### src/rtl/imm_dec_ctrl.sv
// Decode-stage controller: classifies opcodes into imm_sel codes for the immediate
// generator and holds up to two decoded entries behind a registered in_ready.
module imm_dec_ctrl #(
    parameter int unsigned W  = 32,
    parameter int unsigned CW = 8
) (
    input  logic          clk,
    input  logic          rst_n,
    input  logic          flush,
    input  logic          in_valid,
    input  logic [W-1:0]  in_instr,
    output logic          in_ready,
    output logic          out_valid,
    input  logic          out_ready,
    output logic [W-1:0]  out_instr,
    output logic [2:0]    out_imm_sel,
    output logic          out_illegal,
    output logic [CW-1:0] illegal_cnt
);

    localparam int unsigned SW = 3;

    typedef enum logic [1:0] {
        S_EMPTY = 2'd0,
        S_ONE   = 2'd1,
        S_TWO   = 2'd2
    } state_t;

    state_t          r_state;
    state_t          w_state_nxt;
    logic [W-1:0]    r_head_instr;
    logic [SW-1:0]   r_head_sel;
    logic            r_head_ill;
    logic [W-1:0]    r_skid_instr;
    logic [SW-1:0]   r_skid_sel;
    logic            r_skid_ill;
    logic [CW-1:0]   r_illegal_cnt;
    logic [SW-1:0]   w_dec_sel;
    logic            w_dec_ill;
    logic            w_push;
    logic            w_pop;

    // Opcode classification into imm_sel; unknown opcodes flag illegal with sel 000.
    always_comb begin
        w_dec_sel = 3'b000;
        w_dec_ill = 1'b0;
        case (in_instr[6:0])
            7'b0110011: w_dec_sel = 3'b000;
            7'b0010011,
            7'b0000011,
            7'b1110011: w_dec_sel = 3'b001;
            7'b1100011: w_dec_sel = 3'b010;
            7'b1101111: w_dec_sel = 3'b011;
            7'b1100111: w_dec_sel = 3'b100;
            7'b0110111,
            7'b0010111: w_dec_sel = 3'b101;
            7'b0100011: w_dec_sel = 3'b111;
            7'b0001111: w_dec_sel = 3'b000;
            default:    w_dec_ill = 1'b1;
        endcase
    end

    assign w_push = in_valid & in_ready;
    assign w_pop  = out_valid & out_ready;

    always_ff @(posedge clk or negedge rst_n) begin
        if (!rst_n) begin
            r_state <= S_EMPTY;
        end else begin
            r_state <= w_state_nxt;
        end
    end

    always_comb begin
        w_state_nxt = r_state;
        if (flush) begin
            w_state_nxt = S_EMPTY;
        end else begin
            case (r_state)
                S_EMPTY: if (w_push) w_state_nxt = S_ONE;
                S_ONE: begin
                    if (w_push && !w_pop)      w_state_nxt = S_TWO;
                    else if (!w_push && w_pop) w_state_nxt = S_EMPTY;
                end
                S_TWO:   if (w_pop) w_state_nxt = S_ONE;
                default: w_state_nxt = S_EMPTY;
            endcase
        end
    end

    // Handshake flags come straight from the state register, so out_ready never reaches in_ready.
    always_comb begin
        in_ready  = (r_state != S_TWO);
        out_valid = (r_state != S_EMPTY);
    end

    always_ff @(posedge clk or negedge rst_n) begin
        if (!rst_n) begin
            r_head_instr <= '0;
            r_head_sel   <= '0;
            r_head_ill   <= 1'b0;
            r_skid_instr <= '0;
            r_skid_sel   <= '0;
            r_skid_ill   <= 1'b0;
        end else if (!flush) begin
            case (r_state)
                S_EMPTY: begin
                    if (w_push) begin
                        r_head_instr <= in_instr;
                        r_head_sel   <= w_dec_sel;
                        r_head_ill   <= w_dec_ill;
                    end
                end
                S_ONE: begin
                    if (w_push && w_pop) begin
                        r_head_instr <= in_instr;
                        r_head_sel   <= w_dec_sel;
                        r_head_ill   <= w_dec_ill;
                    end else if (w_push) begin
                        r_skid_instr <= in_instr;
                        r_skid_sel   <= w_dec_sel;
                        r_skid_ill   <= w_dec_ill;
                    end
                end
                S_TWO: begin
                    if (w_pop) begin
                        r_head_instr <= r_skid_instr;
                        r_head_sel   <= r_skid_sel;
                        r_head_ill   <= r_skid_ill;
                    end
                end
                default: ;
            endcase
        end
    end

    // Saturating count of accepted illegal instructions; flush-cycle pushes are dropped.
    always_ff @(posedge clk or negedge rst_n) begin
        if (!rst_n) begin
            r_illegal_cnt <= '0;
        end else if (!flush && w_push && w_dec_ill && (r_illegal_cnt != {CW{1'b1}})) begin
            r_illegal_cnt <= r_illegal_cnt + CW'(1);
        end
    end

    assign out_instr   = r_head_instr;
    assign out_imm_sel = r_head_sel;
    assign out_illegal = r_head_ill;
    assign illegal_cnt = r_illegal_cnt;

endmodule

### config.mk
export PLATFORM = sky130hd
export DESIGN_NAME = imm_dec_ctrl
export DESIGN_NICKNAME = d
export VERILOG_FILES = /design/src/rtl/imm_dec_ctrl.sv
export SDC_FILE = /design/constraint.sdc
export NUM_CORES = 1
export LEC_CHECK = 0
export ABC_AREA = 1
export BUFFER_PORTS_ARGS = -buffer_cell sky130_fd_sc_hd__buf_2
export CAP_MARGIN = 20
export CORE_MARGIN = 1.5
export CORE_UTILIZATION = 45
export DETAILED_ROUTE_END_ITERATION = 7
export GPL_ROUTABILITY_DRIVEN = 0
export HOLD_SLACK_MARGIN = 0.08
export PLACE_DENSITY = 0.68
export SYNTH_ARGS = -nofsm -noshare
export SYNTH_HDL_FRONTEND = slang
export SYNTH_SLANG_ARGS = --single-unit
### constraint.sdc
create_clock -name clk -period 2.55 [get_ports clk]
set_clock_uncertainty 0.2 [all_clocks]
set_input_delay 0.255 -clock clk [delete_from_list [all_inputs] [get_ports clk]]
set_output_delay 0.255 -clock clk [all_outputs]
set_load 0.02 [all_outputs]
# After elaboration in Yosys (flattened, before gate mapping)
# Index checks and enable logic that the tools add are counted.
[totals] regBits=82 output_inout_bits=46 wordCells=72
[op_classes] n_addsub=1 n_eq_ne=21 mux=20 bitwise_logic=4 reduce_logical=18
[op_table] cell="$mux W32" n=3
[op_table] cell="$pmux W32 S3" n=1
[op_table] cell="$eq A7 B7 Y1 const B" n=4
[op_table] cell="$eq A7 B6 Y1 const B" n=3
[op_table] cell="$pmux W3 S6" n=1
[op_table] cell="$eq A7 B5 Y1 const B" n=2
[op_table] cell="$reduce_or A11 Y1" n=1
[op_table] cell="$mux W2" n=5
[op_table] cell="$mux W3" n=3
[op_table] cell="$pmux W3 S3" n=1
[op_table] cell="$add A8 B1 Y8 const B" n=1
[op_table] cell="$ne A2 B2 Y1 const B" n=4
[op_table] cell="$ne A8 B8 Y1 const B" n=1
[op_table] cell="$eq A7 B2 Y1 const B" n=1
[op_table] cell="$eq A7 B4 Y1 const B" n=1
[op_table] cell="$logic_and A1 B1 Y1" n=6
[op_table] cell="$ne A3 B3 Y1 const B" n=2
[op_table] cell="$pmux W2 S3" n=1
[op_table] cell="$reduce_and A5 Y1" n=1
[op_table] cell="$mux W1" n=4
[op_table] cell="$ne A4 B4 Y1 const B" n=1
[op_table] cell="$reduce_and A4 Y1" n=1
[op_table] cell="$logic_not A1 Y1" n=3
[op_table] cell="$pmux W1 S3" n=1
[op_table] cell="other kinds (10)" n=12

# Longest topological paths before layout
# Gate-level depths: netlist of run 1.
[logic_depth] depth_word=8 ltp_mapped=10

# Worst setup path before layout of run 1
# OpenSTA, ideal clock, no wires.
[synth_path] kind="reg2reg" start="reg r_illegal_cnt[0], in the netlist illegal_cnt[0]" end="reg r_illegal_cnt[2], in the netlist illegal_cnt[2]" setup_ps=65 arrival_ps=1569 required_time_ps=2285 setup_slack_ps=716 path_stages_with_launch=8 n_path_buf=0 period_less_slack_ps=1834 path_cell_list="dfrtp_1 ha_1 nand3_1 nor2_1 nand3_1 nand4_1 nand2_1 nand2_1"
[synth_between] elab_chain_cells=2
[synth_rtl] item="from (decl)" line="37" source="logic [CW-1:0] r_illegal_cnt;"
[synth_rtl] item="from (signal assigned)" line="142" source="r_illegal_cnt <= r_illegal_cnt + CW'(1);"
[synth_rtl] item="parallel branches: the longest is 2 deep, another holds $add A8 B1 Y8"
# Several ways; the timed one is not identified.
# A chain may end at the register's enable or synchronous reset.

# Worst setup path in the final report of run 1
[layout_path] start="reg r_state[0]" end="out in_ready"
[layout_between] elab_chain_cells=1
[layout_rtl] item="from (decl)" line="29" source="state_t r_state;"
[layout_rtl] item="from (signal assigned)" line="70" source="r_state <= w_state_nxt;"
[layout_rtl] item="$ne A2 B2 Y1" line="93" source="in_ready = (r_state != S_TWO);"
[layout_rtl] item="to (decl)" line="12" source="output logic in_ready,"
# Every way passes these cells.

==> key figures, run 1 <==
GRT
  – Gr usage total: 20.99%
  – Antenna violations before repair: 0
  – First-pass GRT wire length: 14.84 mm
  – Vias in the first global route: 3260
  – Pin count of the biggest net entering global routing: 72
  – Overflow after GRT: 0

Clocking
  – Clk root buf: clkbuf_8
  – TritonCTS Buffers: 9
  – Clock Tree Buf Depth: 2
  – CTS tree: built
  – Clk sinks: 82
  – Max H-tree Level: 3
  – Clock latency on the worst-skew pair: 0.34 ns
  – Worst-path clk slew: 0.07 ns
  – Post-cts resize count: 0

Power
  – PwrDens: 870.4 nW/µm²
  – LEAKAGE: 0.002585 µW
  – Max rail drop VDD: 0.0004111 V

Logic synthesis
  – Post-synth top area cell: dfrtp_1
  – Sequential element share of the synthesized area: 53.14%
  – Cell count after synthesis: 464
  – Synthesized flop and latch total: 82
  – Count leader, synth: nand2_1
  – Mapped Nets: 502
  – Most used DFF post-synth: dfrtp_1
  – Commonest cells in the netlist: nand2_1, dfrtp_1, o21ai_0
  – Syn Std Cell Area: 3861 µm²
  – Mapped Avg Cell Area: 8.322 µm²
  – Post-synth EDFFs: 0
  – Synth unique cells: 28
  – Async S/R FF share, synth: 100.0%
  – Largest cells by area after synthesis: dfrtp_1, nand2_1, o21ai_0
  – Synth warn: 0
  – Share of the synthesized area in the top cell type: 53.14%

Placed design
  – Count of port buffers added during placement: 82
  – Dpl ws: 0.5208 ns
  – Post-detail-place hpwl: 5.600 mm

Floorplanning
  – Initial Util: 46.76%
  – Die height: 95.63 µm
  – Row count: 33
  – Die width: 95.63 µm
  – DIE AREA: 9145 µm²
  – Core box area: 8258 µm²
  – # IOs: 83

Setup path
  – CP peak stage delay: 0.47 ns
  – WS Path Type: flip-flop to output port
  – Reg2reg start: r_state[0]$_DFFE_PN0P_
  – R2R depth: 6
  – Worst-path cell chain: inv_2 -> nand2_4 -> buf_4 -> buf_2
  – R2r endpoint: out_instr[2]$_DFFE_PN0P_
  – Worst Path Required: 2.10 ns
  – Setup crit end kind: output port
  – CP max stage cell: buf_4
  – Critical path endpoint: in_ready
  – Critical Path Start: r_state[0]$_DFFE_PN0P_
  – Data arrival, critical path: 1.65 ns
  – Startpoint types: flip-flop
  – R2R Setup Slk: 0.52 ns
  – Max FO, Critical Path: 62

Routing
  – Avg WL per Cell: 12.66 µm
  – Drt first-iter violations: 142
  – DR DRC count: 0
  – Met2 WL: 4.140 mm
  – Via count: 3380
  – ANT nets after route: 0
  – Met3 WL: 333 µm
  – M1 WL: 4.035 mm
  – Drt first pass iters: 5
  – Total Routed Length: 8.646 mm
  – Number of vias per cell: 4.949
  – Highest metal layer with signal wires: met4

Cells and area
  – Area added between synthesis and finish: 25.70%
  – Fillers: 773
  – Register Area: 2052 µm²
  – Ant. Diodes: 0
  – Final #Nets: 611
  – Layout cells sized above 1: 22.49%
  – Multi-input logic area: 1520 µm²

Timing
  – Setup WS post-layout: 0.4473 ns
  – Least-Margin Pin Slew: 1.013 ns
  – Relative slew slack: 32.48%
  – Final hold slack: 0.1154 ns
  – Max frequency: 475.6 MHz
  – Final Cycle Share: 82.46%
  – RSZ-0062 raised after global routing: false
  – Final hold viol count: 0
  – Fin. max-slew vios: 0
  – Setup TNS: 0 ns
  – Min Tclk post-route: 2.103 ns
  – Final setup fails: 0

Outcome
  – Outcome: completed

Min path
  – Hold Path Class: primary input to flip-flop

Job
  – MaxCap Viol Count: 0
[power breakdown]
part,switching [µW],total [µW],internal (µW)
Clock,459,866,406
Sequential,263,2030,1770
Combinational,828,1330,501
Total,1550,4220,2670
[cell usage in the layout (no fill, tap or decap), drive strengths merged]
cell type,instances
a21oi,8
a31oi,1
nand3,10
ha,1
nor3,1
nor4,1
nor2,20
clkinvlp,1
or2,1
buf,87
inv,46
dfrtp,82
nand2,152
clkinv,3
and2,1
nand4,10
o21ai,101
o31ai,1
xnor2,3
clkbuf,12
o22ai,1
dlygate4sd3,32
xor2,3
[final cells by class]
class	count	share of cell area (%)
well taps	105	2.707
flip-flops and latches	82	42.28
inverters	46	3.558
clock inverters	4	0.5414
multi-input cells	315	31.32
clock buffers	12	3.197
repair buffers	119	16.40
[per-stage QoR]
step	power, µW	area (µm²)	cells	util, %
floorplan	2879	3861	464	-
global placement	3286	4352	635	52.70
detailed placement	3344	4352	635	52.70
CTS	4265	4853	683	58.77
global route	4542	4853	683	58.77
finish	4224	4853	683	58.77
[logic make-up (layout without fill, tap and decap cells)]
family / Yosys count / in the layout / share of synthesized area [%]
AND/OR/NAND/NOR: 196 / 196 / 21.22
AO/OA/AOI/OAI: 112 / 112 / 16.40
flip-flops: 82 / 82 / 53.14
buffers and inverters: 67 / 181 / 7.550
XOR/XNOR: 6 / 6 / 1.361
adder cells (fa/ha/maj): 1 / 1 / 0.3240
[state kept, by name, indices dropped and copies added (netlist names)]
signal and cells:
illegal_cnt 8, out_illegal 1, out_imm_sel 3, out_instr 32, r_skid_ill 1, r_skid_instr 32
r_skid_sel 3, r_state 2
[layer usage]
| layer | vias up | GRT usage (%) |
|---|---|---|
| met2 | 75 | 34.92 |
| met5 | - | 0 |
| met1 | 1589 | 27.23 |
| met3 | 12 | 3.748 |
| met4 | 0 | 7.843 |
| li1 | 1704 | - |
[worst max-delay path: cells and delay by family, from the launching register on]
family,cells,cell delay [ns]
buffers and inverters,3,0.81
and+or+nand+nor,1,0.07
DFF,1,0.42
[how the worst min path moves through the flow]
stage	startpoint	endpoint	slack, ns	cells past startpoint
2_1_floorplan	rst_n	illegal_cnt[0]$_DFFE_PN0P_	-0.24	0
3_3_place_gp	rst_n	illegal_cnt[4]$_DFFE_PN0P_	0.08	1
3_5_place_dp	rst_n	illegal_cnt[3]$_DFFE_PN0P_	0.08	1
4_1_cts	flush	r_state[1]$_DFFE_PN0P_	0.09	4
5_1_grt	flush	r_state[1]$_DFFE_PN0P_	0.13	4
6_report	flush	r_state[1]$_DFFE_PN0P_	0.12	4
[what timing repair did]
item / 4_1_cts / 5_1_grt
hold endpoints to repair: 71 / 0
hold buffers: 32 / 0
setup buffers: 0 / 0
Note: power is estimated with default switching activity, not from simulation.
==> inputs of run 2 (changes only) <==
==> constraint.sdc (replaced) <==
create_clock -name clk -period 2 [get_ports clk]
set_clock_uncertainty 0.2 [all_clocks]
set_input_delay 0.2 -clock clk [delete_from_list [all_inputs] [get_ports clk]]
set_output_delay 0.2 -clock clk [all_outputs]
set_load 0.02 [all_outputs]
==> run 2 against run 1 <==
Combinational power increased by 29%. Final area increased by 3.6%. Via count decreased by 0.50%. Wire length increased by 3.2%. Largest cell class unchanged. Highest routed layer unchanged.
==> key figures, run 2 (same netlist as run 1, synthesis figures left out) <==
Cells and area
  – Ant. Diodes: 0
  – Most frequent cells in the layout: nand2_1, dfrtp_1, o21ai_0
  – Final #Nets: 621
  – Layout cells sized above 1: 23.98%
  – Multi-input logic area: 1546 µm²
  – Fillers: 746
  – Commonest non-fill, non-tap cell in the layout: nand2_1
  – Area added between synthesis and finish: 30.20%
  – Register Area: 2052 µm²

GRT
  – Gr usage total: 20.99%
  – Vias in the first global route: 3185
  – Antenna violations before repair: 0
  – First-pass GRT wire length: 14.88 mm
  – Overflow after GRT: 0
  – Pin count of the biggest net entering global routing: 45

Setup path
  – Delay-heaviest family, CP: simple AND/OR/NAND/NOR gates
  – CP max stage cell: dlygate4sd3_1
  – Worst path bufs/invs: 3
  – Max FO, Critical Path: 6
  – Startpoint types: primary input
  – Worst Path Required: 2.07 ns
  – Worst-path cell chain: dlygate4sd3_1 -> buf_4 -> inv_1 -> nand2_1 -> nor2_1 -> nand2_1 -> nand2_1 -> nor2_4 -> nand2_4 -> nor2_4 -> nand2_1 -> a21oi_1
  – Setup crit end kind: flip-flop
  – CP most frequent cell: nand2_1
  – Data arrival, critical path: 1.91 ns
  – R2R depth: 9
  – WS Path Type: primary input to flip-flop
  – CP peak stage delay: 0.54 ns
  – Number of cells on the critical path: 12

Timing
  – Min Tclk post-route: 1.843 ns
  – Fin. max-slew vios: 0
  – Relative slew slack: 73.59%
  – Final hold viol count: 0
  – Max frequency: 542.5 MHz
  – Least-Margin Pin Slew: 0.3962 ns
  – Setup WS post-layout: 0.1567 ns
  – Final Cycle Share: 92.16%
  – Final setup fails: 0
  – Setup TNS: 0 ns
  – RSZ-0062 raised after global routing: false

Floorplanning
  – Core box area: 8258 µm²
  – # IOs: 83
  – Row count: 33
  – Initial Util: 46.76%
  – DIE AREA: 9145 µm²
  – Die height: 95.63 µm
  – Die width: 95.63 µm

Placed design
  – Dpl ws: 0.2446 ns
  – Count of port buffers added during placement: 82
  – Post-detail-place hpwl: 5.788 mm

Routing
  – ANT nets after route: 0
  – Avg WL per Cell: 12.87 µm
  – M1 WL: 4.200 mm
  – Met2 WL: 4.306 mm
  – Number of vias per cell: 4.853
  – Drt first pass iters: 4
  – DR DRC count: 0
  – Met3 WL: 352 µm
  – Highest metal layer with signal wires: met4
  – Total Routed Length: 8.922 mm
  – Via count: 3363
  – Drt first-iter violations: 140

Power
  – LEAKAGE: 0.002661 µW
  – PwrDens: 1127 nW/µm²
  – Max rail drop VDD: 0.0005309 V

Clocking
  – CTS tree: built
  – Max H-tree Level: 3
  – Clock Tree Buf Depth: 2
  – TritonCTS Buffers: 9
  – Clk sinks: 82
  – Clock latency on the worst-skew pair: 0.34 ns
  – Clk root buf: clkbuf_8
  – Worst-path clk slew: 0.09 ns

Min path
  – Hold Path Class: primary input to async pin

Job
  – MaxCap Viol Count: 0

Outcome
  – Outcome: completed
## run 2: metal layers
| layer | GRT usage [%] | up-vias |
|---|---|---|
| met3 | 4.545 | 7 |
| met2 | 33.86 | 66 |
| met5 | 0 | - |
| met1 | 28.88 | 1555 |
| met4 | 4.902 | 0 |
| li1 | - | 1735 |
## run 2: through the flow
stage	instance area, µm²	total power (µW)	std cells	hold WS, ns	utilization (%)
after floorplan	3861	3671	464	-0.2956	-
after global placement	4414	4235	640	-0.07767	53.45
after detailed placement	4414	4295	640	-0.06973	53.45
after CTS	4981	5713	690	0.08682	60.32
after global routing	5027	6078	693	0.1179	60.88
final	5027	5667	693	0.09730	60.88
## run 2: path summary, 6_finish.rpt
path	slack [ns]	from	end
max	0.16	in_instr[4]	out_illegal$_DFFE_PN0P_
min	0.1	rst_n	illegal_cnt[6]$_DFFE_PN0P_
max reg2reg	0.23	r_state[0]$_DFFE_PN0P_	out_illegal$_DFFE_PN0P_
min reg2reg	0.28	r_skid_instr[23]$_DFFE_PN0P_	r_skid_instr[23]$_DFFE_PN0P_
max in group asynchronous	0.88	rst_n	out_instr[0]$_DFFE_PN0P_
min in group clk	0.18	in_valid	r_state[1]$_DFFE_PN0P_
## run 2: final cells by class
type | count | area share (%)
multi-input combinational | 316 | 30.76
tap | 105 | 2.613
inverter | 46 | 3.435
clock buffer | 10 | 2.738
sequential | 82 | 40.82
timing repair buffer | 128 | 17.87
clock inverter | 6 | 1.767
## run 2: repair_timing
action	4_1_cts	5_1_grt
hold buffers	34	0
buffers inserted	0	2
endpoints found under the setup margin	0	10
endpoints found under the hold margin	143	0
resized for setup	0	7
## run 2: power by group
| group | leakage (µW) | switching [µW] | internal, µW |
|---|---|---|---|
| sequential | 0.00103 | 342 | 2250 |
| clock | 0.000109 | 610 | 740 |
| combinational | 0.00152 | 1050 | 668 |
| total | 0.00266 | 2010 | 3660 |
==> inputs of run 3 (changes only) <==
--- a/config.mk
+++ b/config.mk
@@ -5,7 +5,6 @@
 export SDC_FILE = /design/constraint.sdc
 export NUM_CORES = 1
 export LEC_CHECK = 0
-export ABC_AREA = 1
 export BUFFER_PORTS_ARGS = -buffer_cell sky130_fd_sc_hd__buf_2
 export CAP_MARGIN = 20
 export CORE_MARGIN = 1.5
==> run 3 against run 2 <==
The flow now finishes with violations (setup timing). Die area fell by 4.1%. Combinational power decreased by 30%. Final area down 0.47%. Register-to-register slack worse by 0.24 ns. Cell count shrank 15%. Global-route usage down 0.89 points. Clock power about the same. Non-clock buffer count increased by 12. Count of clock-buffer cells in the layout grew 2. Largest cell class unchanged.
==> key figures, run 3 <==
Cells and area
  – Area added between synthesis and finish: 35.28%
  – Final #Nets: 519
  – Layout cells sized above 1: 35.39%
  – Fillers: 694
  – Ant. Diodes: 0
  – Most frequent cells in the layout: dfrtp_1, buf_2, nand2_1
  – Post-layout util: 63.76%

Routing
  – Drt first-iter violations: 99
  – Total Routed Length: 8.626 mm
  – Via count: 2996
  – DR DRC count: 0
  – ANT nets after route: 0
  – Avg WL per Cell: 14.67 µm
  – Number of vias per cell: 5.095
  – Drt first pass iters: 4

GRT
  – Overflow after GRT: 0
  – Gr usage total: 20.10%
  – Pin count of the biggest net entering global routing: 38
  – Antenna violations before repair: 0
  – First-pass GRT wire length: 13.72 mm
  – Vias in the first global route: 2942

Setup path
  – R2R depth: 6
  – Data arrival, critical path: 2.04 ns
  – WS Path Type: flip-flop to flip-flop
  – Worst Path Required: 2.03 ns
  – Max FO, Critical Path: 9
  – Reg2reg start: r_state[1]$_DFFE_PN0P_
  – Startpoint types: flip-flop
  – Setup crit end kind: flip-flop
  – Critical Path Start: r_state[1]$_DFFE_PN0P_

Logic synthesis
  – Synthesized flop and latch total: 82
  – Mapped Avg Cell Area: 10.51 µm²
  – Sequential element share of the synthesized area: 55.48%
  – Share of the synthesized area in the top cell type: 55.48%
  – Synth unique cells: 42
  – Post-synth top area cell: dfrtp_1
  – Post-synth EDFFs: 0
  – Commonest cells in the netlist: dfrtp_1, nand2_1, nor2_1
  – Cell count after synthesis: 352
  – Async S/R FF share, synth: 100.0%
  – Mapped Nets: 390
  – Largest cells by area after synthesis: dfrtp_1, mux2_2, nand2_1
  – Syn Std Cell Area: 3699 µm²
  – Count leader, synth: dfrtp_1
  – Synth warn: 0
  – Most used DFF post-synth: dfrtp_1

Timing
  – Min Tclk post-route: 2.008 ns
  – Setup WS post-layout: -0.008392 ns
  – Final Cycle Share: 100.4%
  – Final setup fails: 7
  – Least-Margin Pin Slew: 0.4432 ns
  – Relative slew slack: 70.46%
  – Final hold viol count: 0
  – Max frequency: 497.9 MHz
  – Fin. max-slew vios: 0
  – RSZ-0062 raised after global routing: true

Floorplanning
  – Row count: 32
  – DIE AREA: 8772 µm²
  – Die height: 93.66 µm
  – # IOs: 83
  – Core box area: 7848 µm²
  – Die width: 93.66 µm
  – Initial Util: 47.13%

Clocking
  – Clock latency on the worst-skew pair: 0.34 ns
  – CTS tree: built
  – TritonCTS Buffers: 9
  – Worst-path clk slew: 0.08 ns
  – Clock Tree Buf Depth: 2
  – Clk root buf: clkbuf_8
  – Max H-tree Level: 3
  – Clk sinks: 82

Placed design
  – Post-detail-place hpwl: 5.598 mm
  – Count of port buffers added during placement: 82

Outcome
  – Outcome: finished, violations left
  – Failing checks: setup timing

Min path
  – Hold Path Class: primary input to async pin

Power
  – PwrDens: 972.0 nW/µm²
  – Power, Total: 4863 µW
  – Max rail drop VDD: 0.0006696 V
  – LEAKAGE: 0.002296 µW

Job
  – MaxCap Viol Count: 0
run 3: what timing repair did:
action,4_1_cts,5_1_grt
buffers inserted,2,3
hold buffers,34,0
cloned,0,3
setup endpoints to repair,1,57
pin swaps,0,1
endpoints found under the hold margin,143,0
gates resized for setup,3,19
run 3: cells by family (layout without fill, tap and decap cells):
family	after synthesis	count (layout)	synth area share, %
muxes	40	40	12.25
buffers and inverters	26	160	3.958
xor gates and xnor gates	7	7	1.658
DFF	82	82	55.48
AOI/OAI and AO/OA	53	53	8.931
and+or+nand+nor	143	143	17.39
adders and majority gates	1	1	0.3382
run 3: metal layers:
layer | GRT usage [%] | routed length [µm] | vias up
met3 | 4.854 | 383 | 10
li1 | - | - | 1466
met1 | 25.36 | 3905 | 1446
met4 | 5.224 | 69 | 0
met2 | 34.60 | 4268 | 74
met5 | 0 | 0 | -
run 3: power breakdown:
group          internal, µW  switching [µW]
Clock                   804             578
Combinational           564             642
Sequential             2040             238
run 3: critical path, stage by stage, from the launching register on:
cell     delay [ns]
dfrtp_1        0.39
buf_4          0.15
and2b_2        0.24
nor3b_4        0.28
buf_4          0.18
buf_12         0.13
mux2_2         0.33
run 3: worst paths after layout:
| check | end | slack [ns] |
|---|---|---|
| setup / recovery | r_skid_instr[6]$_DFFE_PN0P_ | -0.008 |
| hold / removal | out_instr[24]$_DFFE_PN0P_ | 0.14 |
| setup reg to reg | r_skid_instr[6]$_DFFE_PN0P_ | -0.008 |
| hold reg to reg | illegal_cnt[4]$_DFFE_PN0P_ | 0.29 |
| max in group asynchronous | r_state[0]$_DFFE_PN0P_ | 0.81 |
| min in group clk | out_instr[3]$_DFFE_PN0P_ | 0.14 |
run 3: metrics by stage:
| stage | worst slack (ns) | hold slack [ns] | instance area [µm²] | TNS (ns) | std cells |
|---|---|---|---|---|---|
| 4_1_cts | 0.005293 | 0.1217 | 4862 | 0 | 582 |
| 6_report | -0.008392 | 0.1392 | 5004 | -0.03328 | 588 |
| 5_1_grt | -0.08121 | 0.1517 | 5004 | -2.227 | 588 |
| 2_1_floorplan | 0.1678 | -0.2956 | 3699 | 0 | 352 |
| 3_3_place_gp | 0.1608 | -0.02685 | 4260 | 0 | 530 |
| 3_5_place_dp | 0.1104 | -0.02501 | 4260 | 0 | 530 |
run 3: area by class of cell:
| type | count | area (µm²) | share of cell area, % |
|---|---|---|---|
| Multi-Input combinational cell | 244 | 1568 | 31.33 |
| Tap cell | 102 | 127.6 | 2.551 |
| Sequential cell | 82 | 2053 | 41.04 |
| Inverter | 4 | 15.01 | 0.3001 |
| Timing Repair Buffer | 140 | 1002 | 20.03 |
| Clock buffer | 12 | 165.2 | 3.301 |
| Clock inverter | 4 | 72.57 | 1.450 |
